[config.mk]
export PLATFORM = sky130hd
export DESIGN_NAME = mdu
export DESIGN_NICKNAME = d
export VERILOG_FILES = /design/src/rtl/mdu_pkg.sv /design/src/rtl/mdu_step.sv /design/src/rtl/mdu.sv
export SDC_FILE = /design/constraint.sdc
export NUM_CORES = 1
export LEC_CHECK = 0
export CORE_ASPECT_RATIO = 0.75
export CORE_MARGIN = 3
export CORE_UTILIZATION = 30
export CTS_CLUSTER_SIZE = 20
export DETAILED_ROUTE_END_ITERATION = 12
export GPL_TIMING_DRIVEN = 0
export PLACE_DENSITY = 0.46
export SYNTH_ARGS = -nofsm -noshare
export SYNTH_HDL_FRONTEND = slang
export SYNTH_SLANG_ARGS = --single-unit
[constraint.sdc]
create_clock -name clk -period 4.3 [get_ports clk]
set_input_delay 0.86 -clock clk [delete_from_list [all_inputs] [get_ports clk]]
set_output_delay 0.86 -clock clk [all_outputs]
set_load 0.02 [all_outputs]
[src/rtl/mdu_pkg.sv]
// Shared MDU opcode encodings and opcode-class helpers.
// Codes 6 and 7 are reserved and decode as no-ops.
package mdu_pkg;

    localparam logic [2:0] MDOp_MULT  = 3'd0;
    localparam logic [2:0] MDOp_MULTU = 3'd1;
    localparam logic [2:0] MDOp_DIV   = 3'd2;
    localparam logic [2:0] MDOp_DIVU  = 3'd3;
    localparam logic [2:0] MDOp_MTHI  = 3'd4;
    localparam logic [2:0] MDOp_MTLO  = 3'd5;

    function automatic logic op_is_muldiv(input logic [2:0] op);
        return (op == MDOp_MULT) || (op == MDOp_MULTU) ||
               (op == MDOp_DIV)  || (op == MDOp_DIVU);
    endfunction

    function automatic logic op_is_div(input logic [2:0] op);
        return (op == MDOp_DIV) || (op == MDOp_DIVU);
    endfunction

    function automatic logic op_is_signed(input logic [2:0] op);
        return (op == MDOp_MULT) || (op == MDOp_DIV);
    endfunction

endpackage

[src/rtl/mdu_step.sv]
// One iteration of the MDU datapath: shift-add multiply or restoring divide
// on a shared 2W-bit accumulator ({upper, lower} = {partial, multiplier} or {remainder, quotient}).
module mdu_step
    import mdu_pkg::*;
#(
    parameter int WIDTH = 32
) (
    input  logic                 is_div,
    input  logic [2*WIDTH-1:0]   acc,
    input  logic [WIDTH-1:0]     opnd,
    output logic [2*WIDTH-1:0]   acc_next
);

    logic [WIDTH:0]   sum_s;
    logic [WIDTH:0]   shifted_s;
    logic [WIDTH:0]   diff_s;
    logic             ge_s;

    // Both step flavours are computed; is_div selects which one advances the accumulator.
    always_comb begin
        sum_s     = {1'b0, acc[2*WIDTH-1:WIDTH]} +
                    (acc[0] ? {1'b0, opnd} : {(WIDTH+1){1'b0}});
        shifted_s = {acc[2*WIDTH-1:WIDTH], acc[WIDTH-1]};
        ge_s      = (shifted_s >= {1'b0, opnd});
        diff_s    = shifted_s - {1'b0, opnd};
        if (is_div) begin
            // A zero divisor always "fits", yielding all-ones quotient and remainder = dividend.
            if (ge_s) begin
                acc_next = {diff_s[WIDTH-1:0], acc[WIDTH-2:0], 1'b1};
            end else begin
                acc_next = {shifted_s[WIDTH-1:0], acc[WIDTH-2:0], 1'b0};
            end
        end else begin
            acc_next = {sum_s, acc[WIDTH-1:1]};
        end
    end

endmodule

[src/rtl/mdu.sv]
// Iterative multiply/divide unit with HI/LO registers and start/busy/done handshake.
// Signed ops run on magnitudes and fix up signs in a final FIX cycle.
module mdu
    import mdu_pkg::*;
#(
    parameter int WIDTH = 32,
    parameter int CNT_W = $clog2(WIDTH) + 1
) (
    input  logic               clk,
    input  logic               rstn,
    input  logic               start,
    input  logic [2:0]         op,
    input  logic               flush,
    input  logic [WIDTH-1:0]   A,
    input  logic [WIDTH-1:0]   B,
    output logic               busy,
    output logic               done,
    output logic [WIDTH-1:0]   hi,
    output logic [WIDTH-1:0]   lo
);

    typedef enum logic [1:0] {
        S_IDLE = 2'd0,
        S_CALC = 2'd1,
        S_FIX  = 2'd2
    } state_e;

    state_e               state_q, state_d;
    logic [CNT_W-1:0]     cnt_q, cnt_d;
    logic [2*WIDTH-1:0]   acc_q, acc_d;
    logic [WIDTH-1:0]     opnd_q, opnd_d;
    logic                 is_div_q, is_div_d;
    logic                 pneg_q, pneg_d;
    logic                 rneg_q, rneg_d;
    logic                 dbz_q, dbz_d;
    logic                 busy_q, busy_d;
    logic                 done_q, done_d;
    logic [WIDTH-1:0]     hi_q, hi_d;
    logic [WIDTH-1:0]     lo_q, lo_d;

    logic                 sgn_s;
    logic [WIDTH-1:0]     a_mag_s;
    logic [WIDTH-1:0]     b_mag_s;
    logic [2*WIDTH-1:0]   step_s;
    logic [2*WIDTH-1:0]   prod_s;
    logic [WIDTH-1:0]     quo_s;
    logic [WIDTH-1:0]     rem_s;

    mdu_step #(.WIDTH(WIDTH)) u_step (
        .is_div   (is_div_q),
        .acc      (acc_q),
        .opnd     (opnd_q),
        .acc_next (step_s)
    );

    // Next-state logic for the IDLE/CALC/FIX sequencer and the HI/LO result registers.
    always_comb begin
        state_d  = state_q;
        cnt_d    = cnt_q;
        acc_d    = acc_q;
        opnd_d   = opnd_q;
        is_div_d = is_div_q;
        pneg_d   = pneg_q;
        rneg_d   = rneg_q;
        dbz_d    = dbz_q;
        busy_d   = busy_q;
        done_d   = 1'b0;
        hi_d     = hi_q;
        lo_d     = lo_q;

        sgn_s   = op_is_signed(op);
        a_mag_s = (sgn_s && A[WIDTH-1]) ? -A : A;
        b_mag_s = (sgn_s && B[WIDTH-1]) ? -B : B;
        prod_s  = pneg_q ? -acc_q : acc_q;
        quo_s   = acc_q[WIDTH-1:0];
        rem_s   = acc_q[2*WIDTH-1:WIDTH];

        case (state_q)
            S_IDLE: begin
                if (flush) begin
                    busy_d = 1'b0;
                end else if (start && op_is_muldiv(op)) begin
                    is_div_d = op_is_div(op);
                    pneg_d   = sgn_s && (A[WIDTH-1] ^ B[WIDTH-1]);
                    rneg_d   = sgn_s && A[WIDTH-1];
                    dbz_d    = (B == {WIDTH{1'b0}});
                    acc_d    = op_is_div(op) ? {{WIDTH{1'b0}}, a_mag_s}
                                             : {{WIDTH{1'b0}}, b_mag_s};
                    opnd_d   = op_is_div(op) ? b_mag_s : a_mag_s;
                    cnt_d    = {CNT_W{1'b0}};
                    busy_d   = 1'b1;
                    state_d  = S_CALC;
                end else if (start && (op == MDOp_MTHI)) begin
                    hi_d   = A;
                    done_d = 1'b1;
                end else if (start && (op == MDOp_MTLO)) begin
                    lo_d   = A;
                    done_d = 1'b1;
                end else begin
                    busy_d = 1'b0;
                end
            end
            S_CALC: begin
                if (flush) begin
                    busy_d  = 1'b0;
                    state_d = S_IDLE;
                end else begin
                    acc_d = step_s;
                    cnt_d = cnt_q + CNT_W'(1);
                    if (cnt_q == CNT_W'(WIDTH - 1)) begin
                        state_d = S_FIX;
                    end else begin
                        state_d = S_CALC;
                    end
                end
            end
            S_FIX: begin
                if (flush) begin
                    busy_d  = 1'b0;
                    state_d = S_IDLE;
                end else begin
                    if (is_div_q) begin
                        lo_d = dbz_q ? {WIDTH{1'b1}} : (pneg_q ? -quo_s : quo_s);
                        hi_d = rneg_q ? -rem_s : rem_s;
                    end else begin
                        {hi_d, lo_d} = prod_s;
                    end
                    done_d  = 1'b1;
                    busy_d  = 1'b0;
                    state_d = S_IDLE;
                end
            end
            default: begin
                busy_d  = 1'b0;
                state_d = S_IDLE;
            end
        endcase
    end

    // State and output registers; rstn clears everything immediately, even mid-operation.
    always_ff @(posedge clk or negedge rstn) begin
        if (!rstn) begin
            state_q  <= S_IDLE;
            cnt_q    <= {CNT_W{1'b0}};
            acc_q    <= {(2*WIDTH){1'b0}};
            opnd_q   <= {WIDTH{1'b0}};
            is_div_q <= 1'b0;
            pneg_q   <= 1'b0;
            rneg_q   <= 1'b0;
            dbz_q    <= 1'b0;
            busy_q   <= 1'b0;
            done_q   <= 1'b0;
            hi_q     <= {WIDTH{1'b0}};
            lo_q     <= {WIDTH{1'b0}};
        end else begin
            state_q  <= state_d;
            cnt_q    <= cnt_d;
            acc_q    <= acc_d;
            opnd_q   <= opnd_d;
            is_div_q <= is_div_d;
            pneg_q   <= pneg_d;
            rneg_q   <= rneg_d;
            dbz_q    <= dbz_d;
            busy_q   <= busy_d;
            done_q   <= done_d;
            hi_q     <= hi_d;
            lo_q     <= lo_d;
        end
    end

    assign busy = busy_q;
    assign done = done_q;
    assign hi   = hi_q;
    assign lo   = lo_q;

endmodule

* Word-level counts from Yosys, hierarchy flattened
Index checks and enable logic that the tools add are counted.
W data, S select, Z words.
** Word-level totals
- Bits in registers :: 174
- Input port bits :: 71
- Output and inout bits :: 66
** Operators by class
- $add $sub $neg :: 8
- $lt $le $gt $ge :: 1
- Eq/ne operators :: 19
- Multiplexer cells :: 49
- Bitwise logic cells :: 2
- Reductions and logical operators :: 22
** Operator list (number)
- $mux W32 :: 19
- $mux W64 :: 6
- $neg A32 Y32 :: 4
- $pmux W32 S2 :: 2
- $pmux W64 S2 :: 1
- $neg A64 Y64 :: 1
- $add A32 B32 Y33 :: 1
- $ge A33 B32 Y1 :: 1
- $logic_not A32 Y1 :: 1
- $sub A32 B32 Y32 :: 1
- $mux W6 :: 3
- $ne A2 B2 Y1 const B :: 9
- $pmux W6 S2 :: 1
- $mux W1 :: 10
- $mux W2 :: 4
- $ne A4 B4 Y1 const B :: 2
- $add A6 B1 Y6 const B :: 1
- $eq A3 B2 Y1 const B :: 2
- $eq A3 B3 Y1 const B :: 2
- $eq A6 B5 Y1 const B :: 1
- $logic_and A1 B1 Y1 :: 6
- $reduce_and A3 Y1 :: 2
- $reduce_and A6 Y1 :: 1
- $logic_or A1 B1 Y1 :: 5
- other kinds (13) :: 15

* Longest topological paths before layout
- Word-level depth :: 8
- Gate-level depth with buffers :: 14
- Gate-level depth less buffers :: 13

* Modules after synthesis
Synthesis repeated with hierarchy kept, for this count alone.
** Unflattened totals
- Cells, all modules :: 2040
- Area total of the unflattened synthesis :: 15820.2 um^2
** By module, submodules not included
- mdu :: instances 1, cells an instance 1369, area an instance 11121.9 um^2
- mdu_step :: instances 1, cells an instance 671, area an instance 4698.3 um^2

* Least setup slack after synthesis
Ideal clock, no wire load.
- Path type :: input -> register
- From :: in A[5]
- To :: reg acc_q[31]
- Arrival time :: 3.265 ns
- Data required time :: 4.235 ns
- Path slack :: 0.969 ns
- Stages on the path :: 8
- Buffers on the path :: 0
- Path through :: or4_1 -> nor4b_1 -> nor3b_1 -> nand3_1 -> o41ai_1 -> a21oi_1 -> a21oi_1 -> o221a_2
** Between the ends
- Cells in the longest elaborated chain, start to end :: 6
** RTL lines
- start: declaration :: RTL line mdu.sv:14 : input logic [WIDTH-1:0] A,
- $neg A32 Y32 :: RTL line mdu.sv:72 : a_mag_s = (sgn_s && A[WIDTH-1]) ? -A : A;
- $mux W32 :: RTL line mdu.sv:72
- $mux W32 :: RTL line mdu.sv:87 : acc_d = op_is_div(op) ? {{WIDTH{1'b0}}, a_mag_s}
- $mux W64 :: RTL line mdu.sv:82 : end else if (start && op_is_muldiv(op)) begin
- $mux W64 :: RTL line mdu.sv:80 : if (flush) begin
- $pmux W64 S2 :: RTL line mdu.sv:78 : case (state_q)
- end signal: assignment :: RTL line mdu.sv:145 : acc_q <= {(2*WIDTH){1'b0}};
- end: declaration :: RTL line mdu.sv:30 : logic [2*WIDTH-1:0] acc_q, acc_d;
Every way passes these cells. The select of a mux whose other input is x is not followed.
A chain may end at the register's enable or synchronous reset.

* Worst setup path in the final report
- From :: in op[2]
- To :: reg acc_q[21]
** Between the ends
- Cells in the longest elaborated chain, start to end :: 8
- Elaborated cells on any way between the ends :: 20
- Those cells by class :: eq/ne: 4; mux: 6; reduce/logical: 10
** RTL lines
- start: declaration :: RTL line mdu.sv:12 : input logic [2:0] op,
- $eq A3 B2 Y1 / $logic_not A3 Y1 (equally long branches)
- $logic_or A1 B1 Y1 :: RTL line mdu_pkg.sv:22 : return (op == MDOp_MULT) || (op == MDOp_DIV);
- $logic_and A1 B1 Y1 (on tied branches) :: RTL line mdu.sv:73, mdu.sv:72
- $mux W32 (on tied branches) :: RTL line mdu.sv:73, mdu.sv:72
- $mux W32 :: RTL line mdu.sv:87
- $mux W64 :: RTL line mdu.sv:82
- $mux W64 :: RTL line mdu.sv:80
- $pmux W64 S2 :: RTL line mdu.sv:78
Parallel ways exist; a longest one is shown, timed or not. The select of a mux whose other input is x is not followed.

==> impl_metrics.csv <==
group,metric,value,unit
timing,layout_setup_ws,-21.90,ps
timing,fin_crit_sh,1.005,
worst_setup_path,end_kind,"flip-flop",
worst_setup_path,worstPathCellList,"clkdlybuf4s50_1, nor2_1, and2_1, clkbuf_1, clkbuf_1, o41ai_1, xnor2_1, o21ai_0, a21oi_1",
cts,htree_levels,4,
worst_setup_path,crit_required,4690,ps
global_route,grtUsageTotal,0.2710,
flow_run,drv_cap,0,
synthesis,synth-edff-count,0,
worst_setup_path,path_delay_family,"buffers and inverters",
global_route,grt_pass1_wl,108100,µm
timing,slew_violations,0,
synthesis,syn_nets,2161,
worst_setup_path,r2r-end,"acc_q[43]$_DFFE_PN0P_",
synthesis,synth.distinct_cells,72,
worst_setup_path,worstReg2RegStart,"acc_q[54]$_DFFE_PN0P_",
cts,post_cts_buffers,0,
die,fp.dieW,266.0,µm
worst_setup_path,critPathLaunch,"op[2]",
worst_setup_path,crit_path_end,"acc_q[21]$_DFFE_PN0P_",
synthesis,yosys_register_bits,174,
worst_setup_path,crit_buf_inv,3,
cts,cts_made_buffers,17,
synthesis,yosys_warnings,0,
synthesis,synth.avg_cell_area,7.531,µm²
synthesis,synth_ff_type,"dfrtp_1",
cells_and_area,multi_input_area,10150,µm²
power,total_power,10.92,mW
routing,drt-initial-drc-count,1765,
worst_setup_path,cp_slowest_cell,"nor2_1",
global_route,grt_max_degree,99,
die,initial_core_util,0.3078,
routing,ant_nets,0,
cells_and_area,fillCellCount,5269,
power,p_leak,7.307,nW
die,pin_count,137,
synthesis,synth_seq_area_share,0.2864,
status,violations,"negative setup slack",
worst_setup_path,worst_setup_path_start_kind,"input port",
cts,cts.sinks,174,
worst_setup_path,r2r_slack,110,ps
timing,rsz0062_at_grt,"no",
die,die_h,201.0,µm
placed_design,dp_hpwl,59150,µm
timing,period_needed,4322,ps
timing,relSlewSlack,0.1310,
routing,vias,16620,
min_path,hold_path_class,"in2async",
status,status,"finished with violations",
synthesis,synthesis.instances,2019,
die,fp.dieArea,53450,µm²
worst_setup_path,critPathMaxFanout,10,
timing,hold_violations,0,
worst_setup_path,max_stage_delay,880,ps
die,fp.coreArea,49400,µm²
worst_setup_path,cp.arrival,4710,ps
worst_setup_path,path_class,"in2reg",
cts,cts_tree,"built",
synthesis,syn-cell-area,15200,µm²
global_route,grt_pass1_vias,15580,
power,vdd_drop_max,0.0003498,V
cts,cts_buffer_depth,2,
routing,routedWlPerCell,26.13,µm
global_route,overflow,0,
routing,vias_per_cell,5.867,
power,pwr_density_cell,605.4,nW/µm²
worst_setup_path,path_depth,9,
global_route,antenna_found_initial,0,
routing,drt_wl_total,74040,µm
cells_and_area,diodes,0,
routing,drc_errors,0,
placed_design,port_buffers,135,
placed_design,pre_cts_slack,-741.9,ps
cells_and_area,nNetsFinal,2316,
synthesis,synthArstFlopShare,1.000,
die,row_count,70,
cts,worstSkewPairLatency,470,ps
cells_and_area,syn_to_final_growth,18.65,%
timing,tns,-21.90,ps
timing,max_clock_freq,0.2314,GHz
placed_design,gp_congestion,0.9334,
timing,skew,14.77,ps
cts,cts.clk_slew.worst_paths,70,ps
timing,worst-slew-pin-transition,1292,ps
cts,root_buffer,"clkbuf_16",
worst_setup_path,ff2ff_path_depth,11,
timing,finalSetupViolCount,1,
worst_setup_path,cp_common_cell,"clkbuf_1",
cells_and_area,drive_gt1_frac,0.03158,
cells_and_area,regArea,4355,µm²
routing,dr.pass1.iters,6,
-- registers in the layout (all words and copies together) (netlist names) --
register / flops
rneg_q: 1
pneg_q: 1
done: 1
hi: 32
is_div_q: 1
opnd_q: 32
cnt_q: 6
lo: 32
state_q: 2
dbz_q: 1
acc_q: 64
busy: 1
-- through the flow --
step	hold WS (ps)	instances	util	cell area, µm²
6_report	425.7	2833	0.3652	18040
5_1_grt	479.3	2833	0.3652	18040
4_1_cts	450.8	2833	0.3645	18000
3_5_place_dp	469.5	2803	0.3522	17400
3_3_place_gp	468.2	2802	0.3516	17370
2_1_floorplan	449.8	2019	-	15200
-- metal layers --
metal  share of wire  track usage  vias up
li1                -            -     7606
met1            0.49       0.4202     8153
met2            0.39       0.3631      797
met3            0.11      0.07842       65
met4           0.017      0.05890        0
met5               0            0        -
-- cells in the final DEF, fill, tap and decap left out, types with 11 or more instances in the layout --
cell type        instances
o21ai_0                208
clkbuf_1               118
and3_1                  13
nand2_1                217
a31oi_1                 20
buf_1                   11
xnor2_1                105
nand2b_1                17
mux2i_1                 41
ha_1                    69
o211ai_1                32
or3_1                   15
o21a_1                  11
dfrtp_1                173
clkbuf_16               17
nand3_1                 48
inv_1                   68
o22ai_1                 31
a21oi_1                220
nor4_1                  21
o41ai_1                 13
nand4_1                 20
a211oi_1                21
or4_1                   14
nor3_1                  50
o31ai_1                 28
nor2_1                 195
a21o_1                  36
clkdlybuf4s50_1        134
xor2_1                  69
-- repair_timing --
item / CTS / global route
endpoints found under the hold margin: 0 / 0
hold buffers: 0 / 0
endpoints found under the setup margin: 35 / 41
gates resized for setup: 10 / 11
-- kinds of logic (layout without fill, tap and decap cells) --
group	count (synthesis)	count (layout)	share of synthesized area
AO/OA/AOI/OAI	698	698	0.2758
AND/OR/NAND/NOR	652	652	0.1969
buffers and inverters	204	370	0.05053
XOR/XNOR	174	174	0.1002
flip-flops	174	174	0.2864
adder cells (fa/ha/maj)	71	71	0.05941
multiplexers	46	46	0.03069
-- layout make-up --
class                           instances  area share
Tap cell                              648     0.04494
Buffer                                135     0.02858
Sequential cell                       174      0.2414
Clock inverter                         12    0.007629
Multi-Input combinational cell       1641      0.5626
Timing Repair Buffer                  136     0.07671
Clock buffer                           18     0.02379
Inverter                               69     0.01436
-- worst register-to-register path, stage by stage (launching register included) --
cell and delay [ps]:
dfrtp_1 570, ha_1 530, nand2_1 230, o21ai_0 520, nor2_1 70, o21ai_0 90
o21ai_0 320, o21ai_0 500, nand2_1 300, clkbuf_2 360, a211oi_1 380, o32ai_1 160
-- worst min path at each step --
stage,to,slack [ps],depth (start not counted)
6_report,hi[14]$_DFFE_PN0P_,430,1
5_1_grt,hi[14]$_DFFE_PN0P_,480,1
4_1_cts,hi[14]$_DFFE_PN0P_,450,1
3_5_place_dp,lo[7]$_DFFE_PN0P_,470,2
3_3_place_gp,lo[30]$_DFFE_PN0P_,470,2
2_1_floorplan,opnd_q[13]$_DFFE_PN0P_,450,2
-- cell usage after synthesis, types with 4 or more instances --
cell type | instances | area [µm²]
a21oi_1 | 221 | 1106
nand2_1 | 217 | 814.5
o21ai_0 | 209 | 1046
nor2_1 | 196 | 735.7
dfrtp_1 | 174 | 4354
clkbuf_1 | 122 | 457.9
xnor2_1 | 105 | 919.6
ha_1 | 69 | 863.3
xor2_1 | 69 | 604.3
inv_1 | 68 | 255.2
nor3_1 | 50 | 250.2
nand3_1 | 48 | 240.2
mux2i_1 | 41 | 410.4
a21o_1 | 36 | 270.3
o211ai_1 | 32 | 240.2
o22ai_1 | 31 | 193.9
o31ai_1 | 28 | 210.2
a211oi_1 | 23 | 172.7
nor4_1 | 23 | 143.9
a31oi_1 | 20 | 125.1
nand4_1 | 20 | 125.1
nand2b_1 | 17 | 106.4
or3_1 | 15 | 93.84
o41ai_1 | 14 | 122.6
or4_1 | 14 | 105.1
and3_1 | 13 | 81.33
buf_1 | 11 | 41.29
o21a_1 | 11 | 82.58
and2_1 | 9 | 56.30
nor2b_1 | 8 | 50.05
a22oi_1 | 6 | 45.04
o21bai_1 | 6 | 45.04
o22a_1 | 6 | 52.55
o311ai_0 | 6 | 52.55
a221oi_1 | 5 | 43.79
a32oi_1 | 5 | 43.79
mux2_2 | 5 | 56.30
a311oi_1 | 4 | 35.03
a41oi_1 | 4 | 35.03
nand4b_1 | 4 | 35.03
or2_2 | 4 | 25.02
-- power breakdown --
group | switching [mW] | total (mW) | internal (mW)
registers | 0.645 | 2.70 | 2.05
clock network | 0.801 | 1.66 | 0.860
logic | 4.23 | 6.56 | 2.33
(Power assumes the default switching activity.)
==> patch 1 (config.mk and constraints unchanged) <==
Register the output `hi` once more, cleared by the reset; this adds one clock of latency there. The other outputs are not delayed to match.
--- a/src/rtl/mdu.sv
+++ b/src/rtl/mdu.sv
@@ -172,3 +172,9 @@
     assign done = done_q;
-    assign hi   = hi_q;
+    always_ff @(posedge clk or negedge rstn) begin
+        if (!rstn) begin
+            hi <= '0;
+        end else begin
+            hi <= hi_q;
+        end
+    end
     assign lo   = lo_q;
Formal check against the unedited RTL: not equivalent (a bounded check fails within 4 cycles, from zero or initial values and one cycle with rstn low).
==> patch 1 against the original RTL <==
  * Clock skew up 9.3 ps
  * Power increased by 8.9%
  * Setup slack better by 170 ps
  * Routed wire length down 0.88%
  * Via count fell by 1.4%
  * Highest routed layer unchanged
  * Critical path type is now reg -> reg
  * Final area grew 5.6%
  * Register-to-register slack improved by 40 ps
  * Sequential cell count grew 32
  * Area after synthesis rose by 5.0%
==> patch 1: results (changes against the original RTL) <==
Logic synthesis
  – Synth Area in XOR/XNOR: 9.60% (-0.42 points)
  – Most frequent cells after synthesis: nand2_1 (260), dfrtp_1 (206), o21ai_0 (189), nor2_1 (187), a21oi_1 (177)
  – Net Count, Synth: 2156 (-0.23%)
  – Mux share of post-synthesis cell area: 3.08% (+0.011 points)
  – Largest cells by area after synthesis: dfrtp_1 (32%), xnor2_1 (6.5%), nand2_1 (6.1%), o21ai_0 (5.9%), a21oi_1 (5.5%)
  – Complex-gate fraction of the synthesized area: 25.8% (-1.8 points)
  – Unique masters post-synth: 81 (+13%)
  – Synth Instances: 2014 (-0.25%)
  – Register area share after synthesis: 32.3% (+3.7 points)

Detailed routing
  – Routed vias/inst: 5.67 (-3.4%)
  – Iteration-0 DRC Markers: 1801 (+2.0%)

Timing
  – Worst Max-Slew Pin Slew: 1010 ps (-279 ps)
  – Final Skew: 24.0 ps (+9.28 ps)
  – Worst hold slack: 336 ps (-89.4 ps)

Worst setup path
  – Critical path's largest stage delay: 530 ps (-350 ps)
  – Critical Path Slowest Stage Cell: o31ai_1
  – Critical path's top delay family: compound AO/OA/AOI/OAI gates
  – Maximum fanout along the worst path: 9 (-1)

Place
  – Place WS: -563 ps (+179 ps)
  – HPWL after DPL: 58.5 mm (-1.0%)
  – DP Area: 18200 sq um (+4.5%)

Status
  – Status: finished clean

Clock network
  – CTS HTree Levels: 1 (-3)
  – TritonCTS buffer count: 24 (+7)

Power
  – Worst vdd ir: 0.300 mV (-14%)

Finish
  – Fill cells: 5606 (+6.4%)
  – Finished Layout Cells: 2891 (+2.0%)

Global route
  – Vias in the first global route: 15400 (-1.2%)
==> patch 1: cell count changes in the layout (fill, tap and decap cells not counted), sizes merged, moves of 8 or more <==
cell / change
dfrtp: +32
o21ai: -19
nand2: +43
nor4: -8
o221ai: +18
xnor2: +13
nor3: -9
inv: -9
nor2: -8
nand3: -19
xor2: -12
a21oi: -44
==> patch 1: final timing paths <==
path | start | to | depth (start not counted)
max | acc_q[31]$_DFFE_PN0P_ | acc_q[58]$_DFFE_PN0P_ | 14
min | rstn | hi_q[20]$_DFFE_PN0P_ | 1
min reg2reg | hi_q[14]$_DFFE_PN0P_ | hi[14]$_DFF_PN0_ | 0
max reg2reg | acc_q[31]$_DFFE_PN0P_ | acc_q[58]$_DFFE_PN0P_ | 14
min in group clk | hi_q[14]$_DFFE_PN0P_ | hi[14]$_DFF_PN0_ | 0
max in group asynchronous | rstn | cnt_q[4]$_DFFE_PN0P_ | 2
==> patch 1: logic make-up (layout without fill, tap and decap cells) <==
logic type | Yosys count | in the layout
other cells | 0 | 1
fa+ha+maj | 71 | 71
xor+xnor | 175 | 175
buf+inv | 193 | 366
mux | 48 | 48
flops | 206 | 206
compound gates | 662 | 662
simple gates | 659 | 659
==> patch 1: power breakdown <==
group / leakage (nW) / switching (mW) / total (mW) / internal [mW]
clock network: 0.384 / 0.951 / 2.12 / 1.16
logic: 4.89 / 4.08 / 6.55 / 2.48
registers: 2.59 / 0.812 / 3.23 / 2.41
total: 7.86 / 5.84 / 11.9 / 6.06
==> patch 1: area by class of cell <==
class	count	area (sq um)	area share, %
Antenna cell	1	2.50	0.0131
Buffer	130	498	2.62
Clock buffer	29	659	3.46
Clock inverter	14	129	0.677
Inverter	62	233	1.22
Multi-Input combinational cell	1615	10200	53.3
Sequential cell	206	5150	27.1
Tap cell	703	880	4.62
Timing Repair Buffer	131	1330	7.00
==> patch 1: metal layers <==
layer | part of all wire [%] | track usage [%] | vias to the layer above
met5 | 0 | 0 | -
met4 | 1.9 | 4.48 | 0
met3 | 9.5 | 6.07 | 77
met2 | 39 | 35.1 | 696
met1 | 50 | 40.1 | 8041
li1 | - | - | 7568
==> patch 1: what timing repair did <==
| item | in CTS | in global routing |
|---|---|---|
| pin swaps | 0 | 0 |
| gates resized for setup | 5 | 9 |
| setup endpoints to repair | 4 | 20 |
==> patch 2 (same flow settings) <==
Made on the original files. `WIDTH` is set to 32 in 2 places; all go to 16.
--- a/src/rtl/mdu_step.sv
+++ b/src/rtl/mdu_step.sv
@@ -5,3 +5,3 @@
 #(
-    parameter int WIDTH = 32
+    parameter int WIDTH = 16
 ) (
--- a/src/rtl/mdu.sv
+++ b/src/rtl/mdu.sv
@@ -5,3 +5,3 @@
 #(
-    parameter int WIDTH = 32,
+    parameter int WIDTH = 16,
     parameter int CNT_W = $clog2(WIDTH) + 1
Ports: changed (resized A, B, hi and lo); port bits go from 137 to 73. The function was not compared with the original's and may differ.
==> patch 2 against the original RTL <==
  * Critical path depth increased by 2
  * Final area shrank 50%
  * Sequential share of layout area increased by 1.4 points
  * Routed wire length decreased by 60%
  * Setup slack better by 520 ps
  * Sequential cell count shrank 81
  * Area after synthesis decreased by 50%
  * Core utilization is 0.60 points higher
  * Power fell by 55%
  * Clock skew fell by 4.3 ps
==> patch 2: results (changes against the original RTL) <==
Clock network
  – CTS HTree Levels: 3 (-1)
  – Max clock buf depth: 2 (unchanged)
  – Post-CTS Setup Inserts: 0 (unchanged)
  – TritonCTS buffer count: 9 (-8)
  – Clock root cell: clkbuf_16
  – Resized Gates After CTS: 0 (-10)
  – Clock-pin slew on the worst setup and hold paths: ~80 ps
  – Worst-Skew Late Latency: 360 ps (-110 ps)

Detailed routing
  – Iteration-0 DRC Markers: 652 (-63%)
  – Routed vias/inst: 5.37 (-8.5%)
  – First-pass DRT Iterations: 7 (+1)
  – Drt total wl: 29.5 mm (-60%)

Logic synthesis
  – Net Count, Synth: 1065 (-51%)
  – Largest cells by area after synthesis: dfrtp_1 (30%), ha_1 (6.2%), nand2_1 (6.0%), a21oi_1 (5.4%), nor2_1 (5.4%)
  – Post-synth EDFFs: 0 (unchanged)
  – Ys async rst share: 100% (unchanged)
  – Yosys warnings: 0 (unchanged)
  – Unique masters post-synth: 72 (unchanged)
  – Register area share after synthesis: 30.4% (+1.8 points)
  – Mux share of post-synthesis cell area: 2.78% (-0.29 points)
  – Synth Area in XOR/XNOR: 8.94% (-1.1 points)
  – Most frequent cells after synthesis: nand2_1 (123), nor2_1 (109), dfrtp_1 (93), a21oi_1 (82), o21ai_0 (64)
  – Post-synthesis adder-cell area fraction: 6.74% (+0.80 points)
  – Complex-gate fraction of the synthesized area: 25.4% (-2.2 points)

Global route
  – Total track usage: 21.4% (-5.7 points)
  – First-pass GRT wire length: 44.3 mm (-59%)
  – Vias in the first global route: 6884 (-56%)
  – Largest net degree at the start of global routing: 62 (-37%)
  – Initial antenna violation count: 0 (unchanged)

Power
  – Sw frac: 46.5% (-5.4 points)
  – Worst vdd ir: 0.250 mV (-28%)
  – Leak Pwr: 3.78 nW (-48%)

Finish
  – # diodes: 0 (unchanged)
  – Fin nets: 1149 (-50%)
  – Top reg by flops: acc_q
  – Fill cells: 2652 (-50%)
  – Layout cells sized above 1: 3.26% (+0.10 points)
  – Max reg flops: 32 (-50%)

Worst setup path
  – Reg2reg path depth: 11 (unchanged)
  – Reg-to-reg endpoint: hi[12]$_DFFE_PN0P_
  – Crit Path Category: reg -> reg
  – Worst endpoint data arrival time: 4040 ps (-670 ps)
  – Reg2reg setup slack: 500 ps (+390 ps)
  – RR Startpoint: acc_q[0]$_DFFE_PN0P_
  – Maximum fanout along the worst path: 10 (unchanged)
  – Crit end category: flop

Worst hold path
  – Type of the worst min-delay path: in -> async

Place
  – HPWL after DPL: 23.4 mm (-60%)
  – PortBufs: 72 (-47%)
  – Final Wtd Congestion: 0.873 (-6.4%)
  – DP Area: 8800 sq um (-49%)

Timing
  – Relative slew margins: 40.8% (+28 points)
  – Final Skew: 10.5 ps (-4.32 ps)

Status
  – Status: finished clean
[patch 2: cell count changes in the layout (fill, tap and decap cells not counted), sizes merged, moves of 81 or more]
cell and change:
clkbuf -88, dfrtp -81, a21oi -139, nand2 -94
o21ai -109, nor2 -87
[patch 2: power groups by stage]
stage | combinational [mW] | sequential, mW | clock [mW]
6_report | 2.70 | 1.40 | 0.852
3_3_place_gp | 2.66 | 1.41 | 0
5_1_grt | 2.97 | 1.43 | 0.894
2_1_floorplan | 1.77 | 1.38 | 0
3_5_place_dp | 2.66 | 1.41 | 0
4_1_cts | 2.67 | 1.39 | 0.873
[patch 2: cell families after synthesis]
kind of cell | after synthesis
AOI/OAI and AO/OA | 315
xor gates and xnor gates | 78
adders and majority gates | 40
buffers and inverters | 84
DFF | 93
muxes | 21
and+or+nand+nor | 355
[patch 2: critical path, stage by stage, from the launching register on]
cell	delay (ps)
dfrtp_1	360
clkbuf_1	280
inv_1	310
buf_1	690
ha_1	340
nand3b_1	150
or3_1	400
o41ai_2	520
a41oi_1	210
xor2_1	200
nor2_1	140
o21ai_1	90
[patch 2: routing by layer]
layer	global-route usage (%)	share of wire, %
met2	29.2	38
met5	0	0
met4	2.78	0.65
met3	3.32	7.0
met1	35.3	54
[patch 2: metrics by stage]
stage	hold WS (ps)	TNS, ps	instances	setup WS [ps]	util (%)
finish	442	0	1405	502	37.1
global route	475	0	1405	228	37.1
CTS	457	0	1405	476	37.1
detailed placement	474	0	1390	492	35.9
global placement	465	-149760	1389	-1630	35.8
floorplan	450	0	986	1400	-
[patch 2: final cells by class]
type	count	share of cell area, %
Sequential cell	93	25.6
Tap cell	331	4.55
Multi-Input combinational cell	809	54.9
Clock buffer	10	2.63
Clock inverter	5	0.673
Timing Repair Buffer	73	8.19
Buffer	51	2.12
Inverter	33	1.36
[patch 2: worst min-delay path by stage]
stage / startpoint / end / depth (start not counted)
after floorplan: opnd_q[2]$_DFFE_PN0P_ / opnd_q[2]$_DFFE_PN0P_ / 2
after global routing: rstn / hi[8]$_DFFE_PN0P_ / 1
after detailed placement: lo[10]$_DFFE_PN0P_ / lo[10]$_DFFE_PN0P_ / 2
after global placement: lo[10]$_DFFE_PN0P_ / lo[10]$_DFFE_PN0P_ / 2
after CTS: rstn / hi[8]$_DFFE_PN0P_ / 1
final: rstn / hi[13]$_DFFE_PN0P_ / 1
